===== src/rtl/axi_lite_pkg.sv =====
// Shared definitions for the AXI-lite master: FSM state encoding,
// response codes and default bus widths.
package axi_lite_pkg;

    localparam int unsigned DEFAULT_ADDR_WIDTH = 4;
    localparam int unsigned DEFAULT_DATA_WIDTH = 32;

    localparam logic [1:0] RESP_OKAY   = 2'b00;
    localparam logic [1:0] RESP_EXOKAY = 2'b01;
    localparam logic [1:0] RESP_SLVERR = 2'b10;
    localparam logic [1:0] RESP_DECERR = 2'b11;

    typedef enum logic [2:0] {
        ST_IDLE    = 3'd0,
        ST_WR      = 3'd1,
        ST_WR_RESP = 3'd2,
        ST_RD_ADDR = 3'd3,
        ST_RD_DATA = 3'd4,
        ST_RESP    = 3'd5
    } state_t;

endpackage


===== src/rtl/axi_lite_master.sv =====
// Single-outstanding AXI-lite master. Accepts one local command at a time,
// runs it on the AXI-lite channels and reports completion with a one-cycle
// rsp_valid pulse carrying read data (0 for writes) and the slave response.
//
// Ports:
//   clk, rst                      clock, asynchronous active-high reset
//   cmd_valid/ready/write/addr/wdata/wstrb   local command request
//   rsp_valid/rdata/resp          completion pulse and result
//   aw*/w*/b*                     AXI-lite write address, data, response
//   ar*/r*                        AXI-lite read address, data
module axi_lite_master
    import axi_lite_pkg::*;
#(
    parameter int unsigned ADDR_WIDTH = DEFAULT_ADDR_WIDTH,
    parameter int unsigned DATA_WIDTH = DEFAULT_DATA_WIDTH
) (
    input  logic                      clk,
    input  logic                      rst,

    input  logic                      cmd_valid,
    output logic                      cmd_ready,
    input  logic                      cmd_write,
    input  logic [ADDR_WIDTH-1:0]     cmd_addr,
    input  logic [DATA_WIDTH-1:0]     cmd_wdata,
    input  logic [DATA_WIDTH/8-1:0]   cmd_wstrb,

    output logic                      rsp_valid,
    output logic [DATA_WIDTH-1:0]     rsp_rdata,
    output logic [1:0]                rsp_resp,

    output logic [ADDR_WIDTH-1:0]     awaddr,
    output logic                      awvalid,
    input  logic                      awready,

    output logic [DATA_WIDTH-1:0]     wdata,
    output logic [DATA_WIDTH/8-1:0]   wstrb,
    output logic                      wvalid,
    input  logic                      wready,

    input  logic [1:0]                bresp,
    input  logic                      bvalid,
    output logic                      bready,

    output logic [ADDR_WIDTH-1:0]     araddr,
    output logic                      arvalid,
    input  logic                      arready,

    input  logic [DATA_WIDTH-1:0]     rdata,
    input  logic [1:0]                rresp,
    input  logic                      rvalid,
    output logic                      rready
);

    localparam int unsigned STRB_WIDTH = DATA_WIDTH / 8;

    state_t                  state_q, state_d;
    logic [ADDR_WIDTH-1:0]   addr_q, addr_d;
    logic [DATA_WIDTH-1:0]   wdata_q, wdata_d;
    logic [STRB_WIDTH-1:0]   wstrb_q, wstrb_d;
    logic                    write_q, write_d;
    logic                    aw_done_q, aw_done_d;
    logic                    w_done_q, w_done_d;
    logic                    awvalid_q, awvalid_d;
    logic                    wvalid_q, wvalid_d;
    logic                    bready_q, bready_d;
    logic                    arvalid_q, arvalid_d;
    logic                    rready_q, rready_d;
    logic                    rsp_valid_q, rsp_valid_d;
    logic [DATA_WIDTH-1:0]   rsp_rdata_q, rsp_rdata_d;
    logic [1:0]              rsp_resp_q, rsp_resp_d;

    logic                    aw_hs_c, w_hs_c, done_c;

    // Handshakes are qualified by our own registered valid/ready.
    assign aw_hs_c = (state_q == ST_WR) && awvalid_q && awready;
    assign w_hs_c  = (state_q == ST_WR) && wvalid_q && wready;
    assign done_c  = (bvalid && bready_q) || (rvalid && rready_q);

    // Next-state and next-output logic.
    always_comb begin
        state_d     = state_q;
        addr_d      = addr_q;
        wdata_d     = wdata_q;
        wstrb_d     = wstrb_q;
        write_d     = write_q;
        aw_done_d   = aw_done_q;
        w_done_d    = w_done_q;
        awvalid_d   = awvalid_q;
        wvalid_d    = wvalid_q;
        bready_d    = bready_q;
        arvalid_d   = arvalid_q;
        rready_d    = rready_q;
        rsp_valid_d = 1'b0;
        rsp_rdata_d = rsp_rdata_q;
        rsp_resp_d  = rsp_resp_q;

        case (state_q)
            ST_IDLE: begin
                if (cmd_valid) begin
                    addr_d    = cmd_addr;
                    wdata_d   = cmd_wdata;
                    wstrb_d   = cmd_wstrb;
                    write_d   = cmd_write;
                    aw_done_d = 1'b0;
                    w_done_d  = 1'b0;
                    if (cmd_write) begin
                        state_d   = ST_WR;
                        awvalid_d = 1'b1;
                        wvalid_d  = 1'b1;
                    end else begin
                        state_d   = ST_RD_ADDR;
                        arvalid_d = 1'b1;
                    end
                end
            end

            ST_WR: begin
                if (aw_hs_c) begin
                    awvalid_d = 1'b0;
                    aw_done_d = 1'b1;
                end
                if (w_hs_c) begin
                    wvalid_d = 1'b0;
                    w_done_d = 1'b1;
                end
                // Leave once both channels have finished, counting this cycle's handshakes.
                if ((aw_done_q || aw_hs_c) && (w_done_q || w_hs_c)) begin
                    state_d  = ST_WR_RESP;
                    bready_d = 1'b1;
                end
            end

            ST_RD_ADDR: begin
                if (arready) begin
                    arvalid_d = 1'b0;
                    rready_d  = 1'b1;
                    state_d   = ST_RD_DATA;
                end
            end

            ST_RESP: begin
                state_d = ST_IDLE;
            end

            ST_WR_RESP, ST_RD_DATA: begin
                // Completion handled below; both share the capture path.
            end

            default: begin
                state_d = ST_IDLE;
            end
        endcase

        // Only one of bready/rready is ever high, so done_c identifies a single completion.
        if (done_c) begin
            bready_d    = 1'b0;
            rready_d    = 1'b0;
            rsp_valid_d = 1'b1;
            rsp_resp_d  = write_q ? bresp : rresp;
            rsp_rdata_d = write_q ? '0 : rdata;
            state_d     = ST_RESP;
        end
    end

    // State and output registers.
    always_ff @(posedge clk or posedge rst) begin
        if (rst) begin
            state_q     <= ST_IDLE;
            addr_q      <= '0;
            wdata_q     <= '0;
            wstrb_q     <= '0;
            write_q     <= 1'b0;
            aw_done_q   <= 1'b0;
            w_done_q    <= 1'b0;
            awvalid_q   <= 1'b0;
            wvalid_q    <= 1'b0;
            bready_q    <= 1'b0;
            arvalid_q   <= 1'b0;
            rready_q    <= 1'b0;
            rsp_valid_q <= 1'b0;
            rsp_rdata_q <= '0;
            rsp_resp_q  <= RESP_OKAY;
        end else begin
            state_q     <= state_d;
            addr_q      <= addr_d;
            wdata_q     <= wdata_d;
            wstrb_q     <= wstrb_d;
            write_q     <= write_d;
            aw_done_q   <= aw_done_d;
            w_done_q    <= w_done_d;
            awvalid_q   <= awvalid_d;
            wvalid_q    <= wvalid_d;
            bready_q    <= bready_d;
            arvalid_q   <= arvalid_d;
            rready_q    <= rready_d;
            rsp_valid_q <= rsp_valid_d;
            rsp_rdata_q <= rsp_rdata_d;
            rsp_resp_q  <= rsp_resp_d;
        end
    end

    // Command acceptance is gated by rst so nothing is taken while in reset.
    assign cmd_ready = (state_q == ST_IDLE) && !rst;

    assign rsp_valid = rsp_valid_q;
    assign rsp_rdata = rsp_rdata_q;
    assign rsp_resp  = rsp_resp_q;

    // Address and data come straight from the command registers, so they
    // stay stable for the whole life of their valid.
    assign awaddr  = addr_q;
    assign awvalid = awvalid_q;
    assign wdata   = wdata_q;
    assign wstrb   = wstrb_q;
    assign wvalid  = wvalid_q;
    assign bready  = bready_q;
    assign araddr  = addr_q;
    assign arvalid = arvalid_q;
    assign rready  = rready_q;

endmodule


===== config.mk =====
export PLATFORM = sky130hd
export DESIGN_NAME = axi_lite_master
export DESIGN_NICKNAME = d
export VERILOG_FILES = /design/src/rtl/axi_lite_pkg.sv /design/src/rtl/axi_lite_master.sv
export SDC_FILE = /design/constraint.sdc
export NUM_CORES = 1
export LEC_CHECK = 0
export ABC_AREA = 0
export BUFFER_PORTS_ARGS = -buffer_cell sky130_fd_sc_hd__buf_4
export CAP_MARGIN = 20
export CORE_MARGIN = 5
export CORE_UTILIZATION = 42
export DETAILED_ROUTE_END_ITERATION = 12
export GPL_TIMING_DRIVEN = 0
export PLACE_DENSITY = 0.87
export SKIP_CTS_REPAIR_TIMING = 1
export SKIP_LAST_GASP = 1
export SYNTH_ARGS = -nofsm -noshare
export SYNTH_HDL_FRONTEND = slang
export SYNTH_SLANG_ARGS = --single-unit

===== constraint.sdc =====
create_clock -name clk -period 2.6 [get_ports clk]
set_clock_uncertainty 0.05 [all_clocks]
set_input_delay 0.26 -clock clk [delete_from_list [all_inputs] [get_ports clk]]
set_output_delay 0.26 -clock clk [all_outputs]
set_load 0.01 [all_outputs]

==> metrics.txt <==
outcome=complete, no violations; Netlist cell types=31; Total Routing Usage GR=0.174; n_diodes=0; IO Pins=170; port bufs=around 170; dominant synthesized flop cell=dfrtp_1; Final Instance Area=approximately 0.0053 sq mm; synth warn=0; Die Y=104 microns; Max Buffers Root-to-Sink=2; WP data required=between 2 and 3 ns; EDFF count, synth=0; post-route core utilization=0.619; Setup TNS=0 ns; CTS tree=built; Seq/Total Area, Yosys=0.585; critical path's slowest cell=dfrtp_1; antenna-violating nets left=0; Yosys reg bits=86; Skew-Pair Late Insertion Delay=between 0.3 and 0.4 ns; post-layout min period=roughly 1.7 ns; syn_area_per_cell=~13 sq um; crit-path max cell delay=0.43 ns; clock-pin slew on the worst setup and hold paths=~0.08 ns; commonest non-fill, non-tap cells in the layout=buf_4, dfrtp_1, nand2_1; GR Overflow Total=0; unrepaired setup endpoints after global routing=no; Worst Path Arrival=around 1.9 ns; largest net degree at the start of global routing=45; DRC viols=0; WHS=0.0653 ns; Slew HR=0.640; final setup violation count=0; hold crit path type=input pin to flip-flop; critical path peak fanout=10; Avg WL per Cell=approximately 16 microns; Critical Path Start Type=flip-flop; Post-Route WL=9530 microns; ys async rst share=1.00; Rows=34; Placed Area=0.00510 sq mm; Slew Limit Fails=0; worst-margin pin slew=about 0.54 ns; 1st-iter DRT viols=76; cell count after synthesis=291; first-pass GRT wire length=between 15000 and 20000 microns; MaxCap Viol Count=0; Placer Congestion=just under 0.8; Post-Syn Area=about 0.0037 sq mm; leading cell type in the layout, fill and taps excluded=buf_4; Hold Fails Final Rpt=0; worst setup path class=flip-flop to flip-flop; layout cells sized above 1=0.504; HPWL after DPL=approximately 7400 microns; crit-path cells=a22oi_1 -> buf_2 -> buf_1 -> o211ai_1; number of global-route vias before repair=approximately 3100; Tcrit/Tclk final=0.659; Net Count, Synth=around 380; DR vias=about 2800; final net count=558; H-Tree Depth=3; static leakage=between 0.002 and 0.003 uW; die width=104 microns; die footprint=0.0107 sq mm; maximum vdd drop=0.473 mV; CP Capture Type=flip-flop; Clock Sink Count=between 80 and 90; initial antenna violation count=0; Initial Util=0.426; pwr dens=1240 mW/mm^2; Num CTS Buffers=9; vias per cell=4.79; FMAX=~580 MHz; area grow syn2layout=45.4%; Core Box Area=between 0.008 and 0.009 sq mm; CTS Root Cell=clkbuf_8; drt pass-1 iters=4
logic make-up (layout without fill, tap and decap cells):
logic type      Yosys count  after routing  synth area share
flops                    86             86             0.585
simple gates             83             83             0.114
compound gates           51             51            0.0772
mux                      44             44             0.170
buf+inv                  27            214            0.0531
critical path, delay by kind of cell, from the launching register on:
kind	cells	cell delay, ns
flops	1	0.43
compound gates	2	0.43
buf+inv	2	0.66
registers in the layout, summed over array words and instances, names as in the netlist:
signal	cells
w_done_q	1
araddr	4
aw_done_q	1
wdata	32
state_q	3
rsp_valid	1
wvalid	1
bready	1
rready	1
awvalid	1
rsp_rdata	32
rsp_resp	2
arvalid	1
write_q	1
wstrb	4
worst paths after layout:
check	cells past startpoint	slack (ns)	from	to
setup / recovery	4	0.89	bready$_DFFE_PP0P_	state_q[2]$_DFFE_PP0P_
hold / removal	2	0.07	awready	awvalid$_DFFE_PP0P_
setup reg to reg	4	0.89	bready$_DFFE_PP0P_	state_q[2]$_DFFE_PP0P_
hold reg to reg	2	0.44	arvalid$_DFFE_PP0P_	arvalid$_DFFE_PP0P_
max in group asynchronous	4	1.40	rst	wdata[31]$_DFFE_PP0P_
min in group asynchronous	3	0.48	rst	wdata[23]$_DFFE_PP0P_
final cells by class:
cell class,instances,area (sq um)
Tap cell,108,135
Buffer,21,173
Inverter,6,25.0
Timing Repair Buffer,171,1300
Clock inverter,6,93.8
Fill cell,701,3290
Clock buffer,10,138
Multi-Input combinational cell,178,1330
Sequential cell,86,2150
metal layers:
layer / GRT usage / part of all wire / vias to the layer above / routed length [microns]
li1: - / - / 1344 / -
met1: 0.206 / 0.42 / 1354 / 3960
met2: 0.308 / 0.52 / 96 / 4910
met3: 0.0423 / 0.053 / 14 / 504
met4: 0.0553 / 0.016 / 0 / 153
met5: 0 / 0 / - / 0
per-stage QoR:
step	cells	power, uW	setup WS, ns
floorplan	291	4120	0.0682
global placement	568	5500	-0.867
detailed placement	569	5630	0.875
CTS	585	6720	0.856
global route	586	7060	0.726
finish	586	6640	0.886
power by group:
part	switching [uW]	total [uW]	internal [uW]	leakage (uW)
logic	1360	3160	1800	0.00149
clock network	501	1080	574	0.000113
registers	411	2400	1990	0.00106
total	2270	6640	4370	0.00267
cell usage after synthesis (2+ instances only):
cell      number  area [sq um]
inv_1          6          22.5
a21oi_1        5          25.0
o21ai_0       35           175
mux2i_1        3          30.0
nand2_1       39           146
a31oi_1        2          12.5
buf_4          4          30.0
clkbuf_1       7          26.3
buf_2          2          10.0
dfrtp_1       86          2150
mux2_4        36           541
buf_1          3          11.3
mux2_2         5          56.3
nor2_1         4          15.0
nand2b_1      33           206
a41oi_1        2          17.5
buf_12         4          80.1
o211ai_1       2          15.0
No activity file was read; power rests on OpenSTA's default activity.
